File: config.mk
export PLATFORM = sky130hd
export DESIGN_NAME = cpu_dbg_ctrl
export DESIGN_NICKNAME = d
export VERILOG_FILES = /design/src/rtl/cpu_dbg_pkg.sv /design/src/rtl/cpu_dbg_ctrl_bp_match.sv /design/src/rtl/cpu_dbg_ctrl.sv
export SDC_FILE = /design/constraint.sdc
export NUM_CORES = 1
export LEC_CHECK = 0
export ABC_AREA = 1
export CELL_PAD_IN_SITES_DETAIL_PLACEMENT = 0
export CELL_PAD_IN_SITES_GLOBAL_PLACEMENT = 1
export CORE_UTILIZATION = 45
export DETAILED_ROUTE_END_ITERATION = 12
export GPL_ROUTABILITY_DRIVEN = 0
export PLACE_DENSITY = 0.85
export SLEW_MARGIN = 10
export SYNTH_ARGS = -nofsm -noshare
export SYNTH_HDL_FRONTEND = slang
export SYNTH_HIERARCHICAL = 1
export SYNTH_SLANG_ARGS = --single-unit
export TNS_END_PERCENT = 10
File: constraint.sdc
create_clock -name CLK_50 -period 3.4 [get_ports CLK_50]
set_clock_uncertainty 0.05 [all_clocks]
set_input_delay 0.34 -clock CLK_50 [delete_from_list [all_inputs] [get_ports CLK_50]]
set_output_delay 0.34 -clock CLK_50 [all_outputs]
set_load 0.1 [all_outputs]
File: src/rtl/cpu_dbg_pkg.sv
// cpu_dbg_pkg: shared types for the CPU debug controller.
//   cmd_op_e : host command opcodes (codes 6 and 7 are reserved and ignored)
//   cause_e  : last halt reason reported on the cause port
//   state_e  : controller FSM states
//   idx_w()  : breakpoint index width, never less than 1 bit
package cpu_dbg_pkg;

  typedef enum logic [2:0] {
    OP_NOP    = 3'd0,
    OP_RUN    = 3'd1,
    OP_STEP   = 3'd2,
    OP_HALT   = 3'd3,
    OP_SET_BP = 3'd4,
    OP_CLR_BP = 3'd5
  } cmd_op_e;

  // STEP and HOST share one code; host_flag inside the controller tells them apart.
  typedef enum logic [1:0] {
    CAUSE_RESET      = 2'd0,
    CAUSE_HALT_INSTR = 2'd1,
    CAUSE_BREAK      = 2'd2,
    CAUSE_STEP_HOST  = 2'd3
  } cause_e;

  typedef enum logic [1:0] {
    ST_HALTED = 2'd0,
    ST_RUN    = 2'd1,
    ST_STEP   = 2'd2
  } state_e;

  function automatic int idx_w(input int n);
    return (n > 1) ? $clog2(n) : 1;
  endfunction

endpackage

File: src/rtl/cpu_dbg_ctrl_bp_match.sv
// bp_match: parallel compare of pc against all breakpoint addresses, with a
// lowest-index priority encoder over the valid matches.
//   pc_i       : program counter to compare
//   bp_addr_i  : breakpoint addresses, one per slot
//   bp_valid_i : per-slot valid bits
//   hit_o      : at least one valid slot matches
//   idx_o      : lowest matching slot index (0 when no hit)
module bp_match #(
  parameter int PC_W   = 16,
  parameter int NUM_BP = 4,
  parameter int IDX_W  = 2
) (
  input  logic [PC_W-1:0]              pc_i,
  input  logic [NUM_BP-1:0][PC_W-1:0]  bp_addr_i,
  input  logic [NUM_BP-1:0]            bp_valid_i,
  output logic                         hit_o,
  output logic [IDX_W-1:0]             idx_o
);

  // Scan from the top down so the lowest matching index is the last written.
  always_comb begin
    hit_o = 1'b0;
    idx_o = '0;
    for (int i = NUM_BP - 1; i >= 0; i--) begin
      if (bp_valid_i[i] && (bp_addr_i[i] == pc_i)) begin
        hit_o = 1'b1;
        idx_o = IDX_W'(i);
      end
    end
  end

endmodule

File: src/rtl/cpu_dbg_ctrl.sv
// cpu_dbg_ctrl: run/step/halt debug controller with hardware breakpoints.
//   CLK_50      : clock, rising edge
//   KEY0        : asynchronous active-low reset
//   pc          : next-PC, valid while retire is high
//   retire      : one-cycle instruction completion pulse
//   halt_instr  : retiring instruction is HALT
//   cmd_*       : host command channel (cmd_ready is always high)
//   cpu_en      : CPU advance enable (registered)
//   halted      : controller is in HALTED (registered)
//   cause       : last halt reason, bp_idx: breakpoint that caused BREAK
//   retired_cnt : instructions retired while enabled, wraps
//
// state     | meaning
// HALTED    | CPU stopped; accepts RUN, STEP, SET_BP, CLR_BP
// RUN       | CPU free-running until a stop condition or host HALT
// STEP      | CPU runs until step_left retires complete or another stop
module cpu_dbg_ctrl
  import cpu_dbg_pkg::*;
#(
  parameter int PC_W   = 16,
  parameter int NUM_BP = 4,
  parameter int CNT_W  = 32,
  localparam int IDX_W = idx_w(NUM_BP)
) (
  input  logic              CLK_50,
  input  logic              KEY0,
  input  logic [PC_W-1:0]   pc,
  input  logic              retire,
  input  logic              halt_instr,
  input  logic              cmd_valid,
  output logic              cmd_ready,
  input  logic [2:0]        cmd_op,
  input  logic [PC_W-1:0]   cmd_arg,
  input  logic [IDX_W-1:0]  cmd_idx,
  output logic              cpu_en,
  output logic              halted,
  output logic [1:0]        cause,
  output logic [IDX_W-1:0]  bp_idx,
  output logic [CNT_W-1:0]  retired_cnt
);

  state_e                     state_q, state_d;
  logic                       cpu_en_q, cpu_en_d;
  logic                       halted_q, halted_d;
  cause_e                     cause_q, cause_d;
  logic                       host_flag_q, host_flag_d;
  logic [IDX_W-1:0]           bp_idx_q, bp_idx_d;
  logic [CNT_W-1:0]           cnt_q, cnt_d;
  logic [PC_W-1:0]            step_left_q, step_left_d;
  logic [NUM_BP-1:0][PC_W-1:0] bp_addr_q, bp_addr_d;
  logic [NUM_BP-1:0]          bp_valid_q, bp_valid_d;

  logic                       bp_hit;
  logic [IDX_W-1:0]           bp_hit_idx;
  logic                       stop;

  bp_match #(
    .PC_W   (PC_W),
    .NUM_BP (NUM_BP),
    .IDX_W  (IDX_W)
  ) u_bp_match (
    .pc_i       (pc),
    .bp_addr_i  (bp_addr_q),
    .bp_valid_i (bp_valid_q),
    .hit_o      (bp_hit),
    .idx_o      (bp_hit_idx)
  );

  always_comb begin
    state_d     = state_q;
    cause_d     = cause_q;
    host_flag_d = host_flag_q;
    bp_idx_d    = bp_idx_q;
    cnt_d       = cnt_q;
    step_left_d = step_left_q;
    bp_addr_d   = bp_addr_q;
    bp_valid_d  = bp_valid_q;
    stop        = 1'b0;

    case (state_q)
      ST_HALTED: begin
        if (cmd_valid) begin
          case (cmd_op)
            OP_RUN:  state_d = ST_RUN;
            OP_STEP: begin
              state_d     = ST_STEP;
              step_left_d = (cmd_arg == '0) ? PC_W'(1) : cmd_arg;
            end
            OP_SET_BP: begin
              if (int'(cmd_idx) < NUM_BP) begin
                bp_addr_d[cmd_idx]  = cmd_arg;
                bp_valid_d[cmd_idx] = 1'b1;
              end
            end
            OP_CLR_BP: begin
              if (int'(cmd_idx) < NUM_BP) bp_valid_d[cmd_idx] = 1'b0;
            end
            default: ;
          endcase
        end
      end
      default: begin
        if (retire) begin
          cnt_d = cnt_q + CNT_W'(1);
          if (state_q == ST_STEP) step_left_d = step_left_q - PC_W'(1);
          if (halt_instr) begin
            stop    = 1'b1;
            cause_d = CAUSE_HALT_INSTR;
          end else if (bp_hit) begin
            stop     = 1'b1;
            cause_d  = CAUSE_BREAK;
            bp_idx_d = bp_hit_idx;
          end else if ((state_q == ST_STEP) && (step_left_q <= PC_W'(1))) begin
            stop        = 1'b1;
            cause_d     = CAUSE_STEP_HOST;
            host_flag_d = 1'b0;
          end
        end
        // A retire-derived cause wins over a simultaneous host HALT.
        if (!stop && cmd_valid && (cmd_op == OP_HALT)) begin
          stop        = 1'b1;
          cause_d     = CAUSE_STEP_HOST;
          host_flag_d = 1'b1;
        end
        if (stop) state_d = ST_HALTED;
      end
    endcase

    cpu_en_d = (state_d != ST_HALTED);
    halted_d = (state_d == ST_HALTED);
  end

  always_ff @(posedge CLK_50 or negedge KEY0) begin
    if (!KEY0) begin
      state_q     <= ST_HALTED;
      cpu_en_q    <= 1'b0;
      halted_q    <= 1'b1;
      cause_q     <= CAUSE_RESET;
      host_flag_q <= 1'b0;
      bp_idx_q    <= '0;
      cnt_q       <= '0;
      step_left_q <= '0;
      bp_addr_q   <= '0;
      bp_valid_q  <= '0;
    end else begin
      state_q     <= state_d;
      cpu_en_q    <= cpu_en_d;
      halted_q    <= halted_d;
      cause_q     <= cause_d;
      host_flag_q <= host_flag_d;
      bp_idx_q    <= bp_idx_d;
      cnt_q       <= cnt_d;
      step_left_q <= step_left_d;
      bp_addr_q   <= bp_addr_d;
      bp_valid_q  <= bp_valid_d;
    end
  end

  assign cmd_ready   = 1'b1;
  assign cpu_en      = cpu_en_q;
  assign halted      = halted_q;
  assign cause       = cause_q;
  assign bp_idx      = bp_idx_q;
  assign retired_cnt = cnt_q;

endmodule
==> results by group, run 1 <==
Clock tree
  • Clock Tree Buf Depth: 2
  • Root buf cell: clkbuf_16
  • Clk pin slew, worst setup/hold paths: 0.05 ns
  • # clock sinks: 124
  • Setup Fix Bufs, Post-CTS: 0
  • Later-pin clock latency in the skew report: 0.42 ns
  • Total CTS buffers: 17
  • TritonCTS clock tree: done
  • # H-tree levels: 4
  • Post-cts hold buffer count: 0
  • Post-CTS Resized: 0

Drt
  • Vias per std cell: 5.11
  • Routed Antenna Nets: 0
  • Detailed Route Iter0 Violations: 426
  • Routed vias: 6132
  • Final WL: 18900 um
  • Residual DRC: 2
  • Wire per inst: 15.7 um
  • 1st-pass router iterations: 8

Yosys
  • Yosys warns: 6
  • Yosys reg bits: 124
  • Post-synthesis instance total: 921
  • Post-Syn Nets: 966
  • Number of synthesized flops with an enable pin: 0
  • Asr flop ratio synth: 1.00
  • Synthesized area per cell: 7.46 um^2
  • Yosys cell types: 40
  • Seq/Total Area, Yosys: 0.452
  • Top FF cell, synth: dfrtp_1
  • Cell area after synthesis: 0.00687 mm^2

Power
  • Leakage: 4.11 nW
  • Max IR drop VDD: 0.000826 V
  • Pwr dens: 647 mW/mm^2

Timing
  • Max-slew headroom: 0.326
  • RSZ-0062 raised after global routing: no
  • Final Max Slew Viols: 0
  • Highest clock rate: 408 MHz
  • Final setup viols: 0
  • Endpoints failing hold: 15
  • Tightest hold margin: -0.0709 ns
  • Min cycle time layout: 2.45 ns
  • Tightest Pin Transition: 1.01 ns
  • Setup TNS Final: 0 ns
  • Final setup margin: 0.947 ns
  • Tcrit/Tclk final: 0.721

Worst setup path
  • CP peak stage delay: 1.13 ns
  • Crit path required time: 3.01 ns
  • Setup Crit Path Kind: reg -> out
  • Critical-path top delay cell: clkdlybuf4s50_1
  • Worst Path Arrival: 2.06 ns
  • CP top delay family: buffers and inverters
  • Crit path capture type: primary output
  • CP bufs+invs: 1
  • CP Launch Type: flip-flop
  • CP max FO: 1
  • Cell Chain, Critical Path: clkdlybuf4s50_1

Flow run
  • Total of max-cap violations: 0

Global routing
  • Overall Global Routing Usage: 0.257
  • Initial antenna violation count: 0
  • Gr ovfl total: 0
  • Vias in the first global route: 5811
  • First-pass GRT wire length: 31000 um
  • Pin count of the biggest net entering global routing: 125

Final layout
  • N_diodes: 0
  • Share of layout cells above drive strength 1: 0.0649
  • Area delta synth->final: 23.0%
  • Non-filler cells, final: 1201
  • Nets: 1050

Die
  • DIE WIDTH: 126 um
  • Initial core utilization: 0.468
  • # rows: 44
  • Core footprint: 0.0147 mm^2
  • Chip height: 126 um
  • Top-level port count: 81
  • DIE AREA: 0.0158 mm^2

Placement
  • Placed Cells: 1170
  • Pre-CTS setup slack: 0.895 ns
  • Port-buffer cells: 79
  • HPWL reported at the end of detailed placement: 13700 um

Worst hold path
  • Hold WC Path Type: in -> async

Outcome
  • Status: complete, but fails checks
  • Failing checks: DRC, hold timing
sequential cells by signal, indices dropped and copies added (netlist names), named ones only:
register,cells
bp_addr_q,64
bp_idx,2
cause,2
cpu_en,1
halted,1
retired_cnt,32
state_q,2
step_left_q,16
power by group:
part           internal [W]  total, W  switching, W
registers           0.00179   0.00206      0.000275
clock network       0.00124   0.00188      0.000641
logic              0.000465   0.00152       0.00106
total               0.00350   0.00547       0.00197
stage by stage:
step / total power, W / instance area [um^2] / hold WS (ns) / utilization
after floorplan: 0.00314 / 6870 / -0.00559 / -
after CTS: 0.00550 / 8460 / 0.0108 / 0.575
after detailed placement: 0.00360 / 7840 / 0.419 / 0.534
final: 0.00547 / 8460 / -0.0709 / 0.575
after global placement: 0.00358 / 7840 / 0.419 / 0.534
after global routing: 0.00577 / 8460 / 0.0427 / 0.575
cells by family after synthesis:
group	Yosys count	synth area share
other cells	1	0.000546
flops	124	0.452
buf+inv	138	0.0794
xor+xnor	38	0.0484
fa+ha+maj	3	0.00546
compound gates	150	0.115
simple gates	467	0.300
synthesized netlist by cell type (2+ instances only):
| cell | n | area [um^2] |
|---|---|---|
| a21oi_1 | 15 | 75.1 |
| a22oi_1 | 6 | 45.0 |
| a31oi_1 | 3 | 18.8 |
| buf_2 | 13 | 65.1 |
| clkbuf_1 | 3 | 11.3 |
| dfrtp_1 | 123 | 3080 |
| ha_1 | 3 | 37.5 |
| inv_1 | 114 | 428 |
| inv_2 | 5 | 18.8 |
| nand2_1 | 282 | 1060 |
| nand2_2 | 5 | 31.3 |
| nand2_4 | 3 | 33.8 |
| nand3_1 | 41 | 205 |
| nand3b_1 | 2 | 15.0 |
| nand4_1 | 12 | 75.1 |
| nor2_1 | 83 | 312 |
| nor2_2 | 4 | 25.0 |
| nor2_4 | 4 | 45.0 |
| nor2_8 | 3 | 60.1 |
| nor3_1 | 19 | 95.1 |
| nor3_2 | 2 | 20.0 |
| nor4_1 | 3 | 18.8 |
| o21ai_0 | 88 | 440 |
| o21ai_1 | 27 | 135 |
| o22ai_1 | 7 | 43.8 |
| xnor2_1 | 8 | 70.1 |
| xor2_1 | 30 | 263 |
layout by cell type, fill, tap and decap left out, types with 2 or more instances in the layout:
master,count
dfrtp_1,123
nor2_1,83
nor2_4,4
clkdlybuf4s50_1,78
nor3_2,2
nand2_4,3
xor2_1,30
nand3b_1,2
a31oi_1,3
o21ai_1,27
clkbuf_8,5
clkbuf_1,3
a21oi_1,15
nor4_1,3
buf_4,5
xnor2_1,8
o22ai_1,7
nand4_1,12
nor3_1,19
nor2_8,3
clkbuf_16,17
clkinv_2,2
nand2_2,5
o21ai_0,88
inv_2,5
nor2_2,4
ha_1,3
bufinv_16,3
inv_1,114
nand3_1,41
a22oi_1,6
nand2_1,282
layer usage:
metal	track usage	wire, um	vias up
li1	-	-	3096
met2	0.383	8290	156
met1	0.375	9520	2863
met4	0.0739	187	0
met3	0.0531	896	17
met5	0	0	-
final timing paths:
check / start / to / slack [ns] / depth (start not counted)
min in group CLK_50: bp_idx[1] / bp_idx[1] / 0.43 / 2
worst min register to register: bp_idx[1] / bp_idx[1] / 0.43 / 2
max in group asynchronous: KEY0 / retired_cnt[11] / 2.82 / 2
worst max register to register: state_q[0] / bp_addr_q[5] / 1.45 / 7
worst max-delay path: halted / halted / 0.95 / 1
worst min-delay path: KEY0 / step_left_q[10] / -0.07 / 2
final cells by class:
cell class / instances / area [um^2]
clock inverter: 6 / 108
sequential: 124 / 3100
multi-input combinational: 659 / 3220
clock buffer: 25 / 505
fill: 1425 / 6240
tap: 184 / 230
inverter: 119 / 447
timing repair buffer: 84 / 838
Power figures use the tool's default switching activity.
==> run 2, diff against run 1 <==
- CORE_UTILIZATION: 45 -> 41
- PLACE_DENSITY: 0.85 -> 0.79
- clock period: 3.4 -> 2.46 ns (I/O delays scaled with it)
==> run 2 against run 1 <==
  * The run now ends clean
  * Combinational power up 39%
  * Global-route usage down 1.8 points
  * Non-clock buffer count up 10
  * Routed wire length up 4.1%
  * Utilization down 5.0 points
  * Worst hold slack better by 0.19 ns
  * Largest cell class unchanged
==> results by group, run 2 (same netlist as run 1, synthesis figures left out) <==
Clock tree
  • Later-pin clock latency in the skew report: 0.42 ns
  • Setup Fix Bufs, Post-CTS: 0
  • # H-tree levels: 4
  • Post-cts hold buffer count: 1
  • Post-CTS Resized: 0
  • Clock Tree Buf Depth: 2
  • TritonCTS clock tree: done
  • Total CTS buffers: 17
  • # clock sinks: 124
  • Root buf cell: clkbuf_16
  • Clk pin slew, worst setup/hold paths: 0.05 ns

Timing
  • Final setup viols: 0
  • Tightest Pin Transition: 0.575 ns
  • Max-slew headroom: 0.614
  • Tcrit/Tclk final: 0.809
  • Final Max Slew Viols: 0
  • RSZ-0062 raised after global routing: no
  • Endpoints failing hold: 0
  • Min cycle time layout: 1.99 ns
  • Highest clock rate: 502 MHz
  • Setup TNS Final: 0 ns

Placement
  • HPWL reported at the end of detailed placement: 14700 um
  • Port-buffer cells: 79

Drt
  • Detailed Route Iter0 Violations: 439
  • Vias per std cell: 4.97
  • Final WL: 19700 um
  • Wire per inst: 15.8 um
  • Residual DRC: 0
  • 1st-pass router iterations: 4
  • Routed vias: 6178
  • Routed Antenna Nets: 0

Global routing
  • Gr ovfl total: 0
  • Initial antenna violation count: 0
  • First-pass GRT wire length: 31900 um
  • Overall Global Routing Usage: 0.239
  • Vias in the first global route: 5906
  • Pin count of the biggest net entering global routing: 72

Die
  • Initial core utilization: 0.427
  • Top-level port count: 81
  • Chip height: 131 um
  • # rows: 46
  • Core footprint: 0.0161 mm^2
  • DIE AREA: 0.0173 mm^2
  • DIE WIDTH: 131 um

Worst setup path
  • Worst R2R Setup Slack: 0.48 ns
  • Worst Path Arrival: 2.30 ns
  • CP max FO: 6
  • Crit path capture type: flip-flop
  • CP Launch Type: input pin
  • FF-to-FF Start: bp_addr_q[49]
  • Setup Crit Path Kind: in -> reg
  • Crit path required time: 2.77 ns
  • RR Endpoint: cpu_en
  • R2R cell count: 17

Final layout
  • Share of layout cells above drive strength 1: 0.108
  • Most frequent cells in the layout: nand2_1 (282), dfrtp_1 (123), inv_1 (114)
  • Area delta synth->final: 23.0%
  • N_diodes: 0
  • Final core occ: 0.525
  • Most common cell after layout, fill and taps aside: nand2_1
  • Fillers: 1617
  • Largest register FFs: 64
  • Nets: 1060
  • Reg with most FFs: bp_addr_q

Power
  • Psw: 0.00276 W
  • Internal power: 0.00461 W
  • Switching Fraction: 0.375
  • Max IR drop VDD: 0.000779 V
  • Combinational power share: 0.286
  • Pwr dens: 872 mW/mm^2
  • Leakage: 4.20 nW
  • Part of the power in the clock network: 0.327
  • Share of power burned in registers: 0.387

Worst hold path
  • Hold WC Path Type: in -> async

Outcome
  • Status: finished clean

Flow run
  • Total of max-cap violations: 0
run 2: layer usage:
metal	track usage	up-vias	wire length [um]
met5	0	-	0
met4	0.0678	0	252
met3	0.0417	17	754
met2	0.360	127	8770
met1	0.348	2906	9900
li1	-	3128	-
run 2: worst max-delay path by stage:
| stage | startpoint | endpoint | slack (ns) | cells after the start |
|---|---|---|---|---|
| final | pc[7] | cpu_en | 0.47 | 17 |
| after global routing | bp_addr_q[49] | cpu_en | 0.22 | 17 |
| after CTS | bp_addr_q[49] | cpu_en | 0.50 | 17 |
| after detailed placement | pc[7] | cpu_en | 0.08 | 17 |
| after global placement | pc[8] | cpu_en | 0.09 | 16 |
| after floorplan | retired_cnt[2] | retired_cnt[17] | 0.18 | 9 |
run 2: power groups by stage:
stage | logic, W | registers, W | clock network [W]
3_3_place_gp | 0.00209 | 0.00288 | 0
6_report | 0.00211 | 0.00285 | 0.00241
5_1_grt | 0.00233 | 0.00291 | 0.00255
4_1_cts | 0.00212 | 0.00285 | 0.00246
3_5_place_dp | 0.00211 | 0.00287 | 0
2_1_floorplan | 0.000978 | 0.00336 | 0
run 2: final cells by class:
cell class | instances | area (um^2) | share of cell area
Tap cell | 216 | 270 | 0.0320
Clock buffer | 24 | 462 | 0.0546
Multi-Input combinational cell | 659 | 3220 | 0.381
Clock inverter | 8 | 92.6 | 0.0109
Inverter | 119 | 447 | 0.0528
Sequential cell | 124 | 3100 | 0.367
Timing Repair Buffer | 94 | 858 | 0.101
run 2: stage by stage:
stage / area (um^2) / worst slack, ns / hold WS [ns] / power [W] / instances
floorplan: 6870 / 0.180 / -0.0996 / 0.00434 / 921
global placement: 7890 / 0.0883 / 0.00213 / 0.00497 / 1211
detailed placement: 7890 / 0.0787 / 0.00162 / 0.00498 / 1211
CTS: 8460 / 0.500 / 0.113 / 0.00743 / 1244
global route: 8460 / 0.221 / 0.127 / 0.00779 / 1244
finish: 8460 / 0.469 / 0.124 / 0.00737 / 1244
run 2: worst max-delay path, cell delays in order:
cell and delay [ns]:
clkdlybuf4s50_1 0.50, inv_1 0.12, o21ai_0 0.30, nor2_1 0.11, nand2_1 0.08, nor2_1 0.05
nand3_1 0.06, nand2_1 0.05, inv_1 0.07, nand3_1 0.15, nor2_1 0.13, nand2_1 0.06
nand2_1 0.09, nand3_1 0.07, nand2_1 0.10, inv_1 0.05, nand2_1 0.05
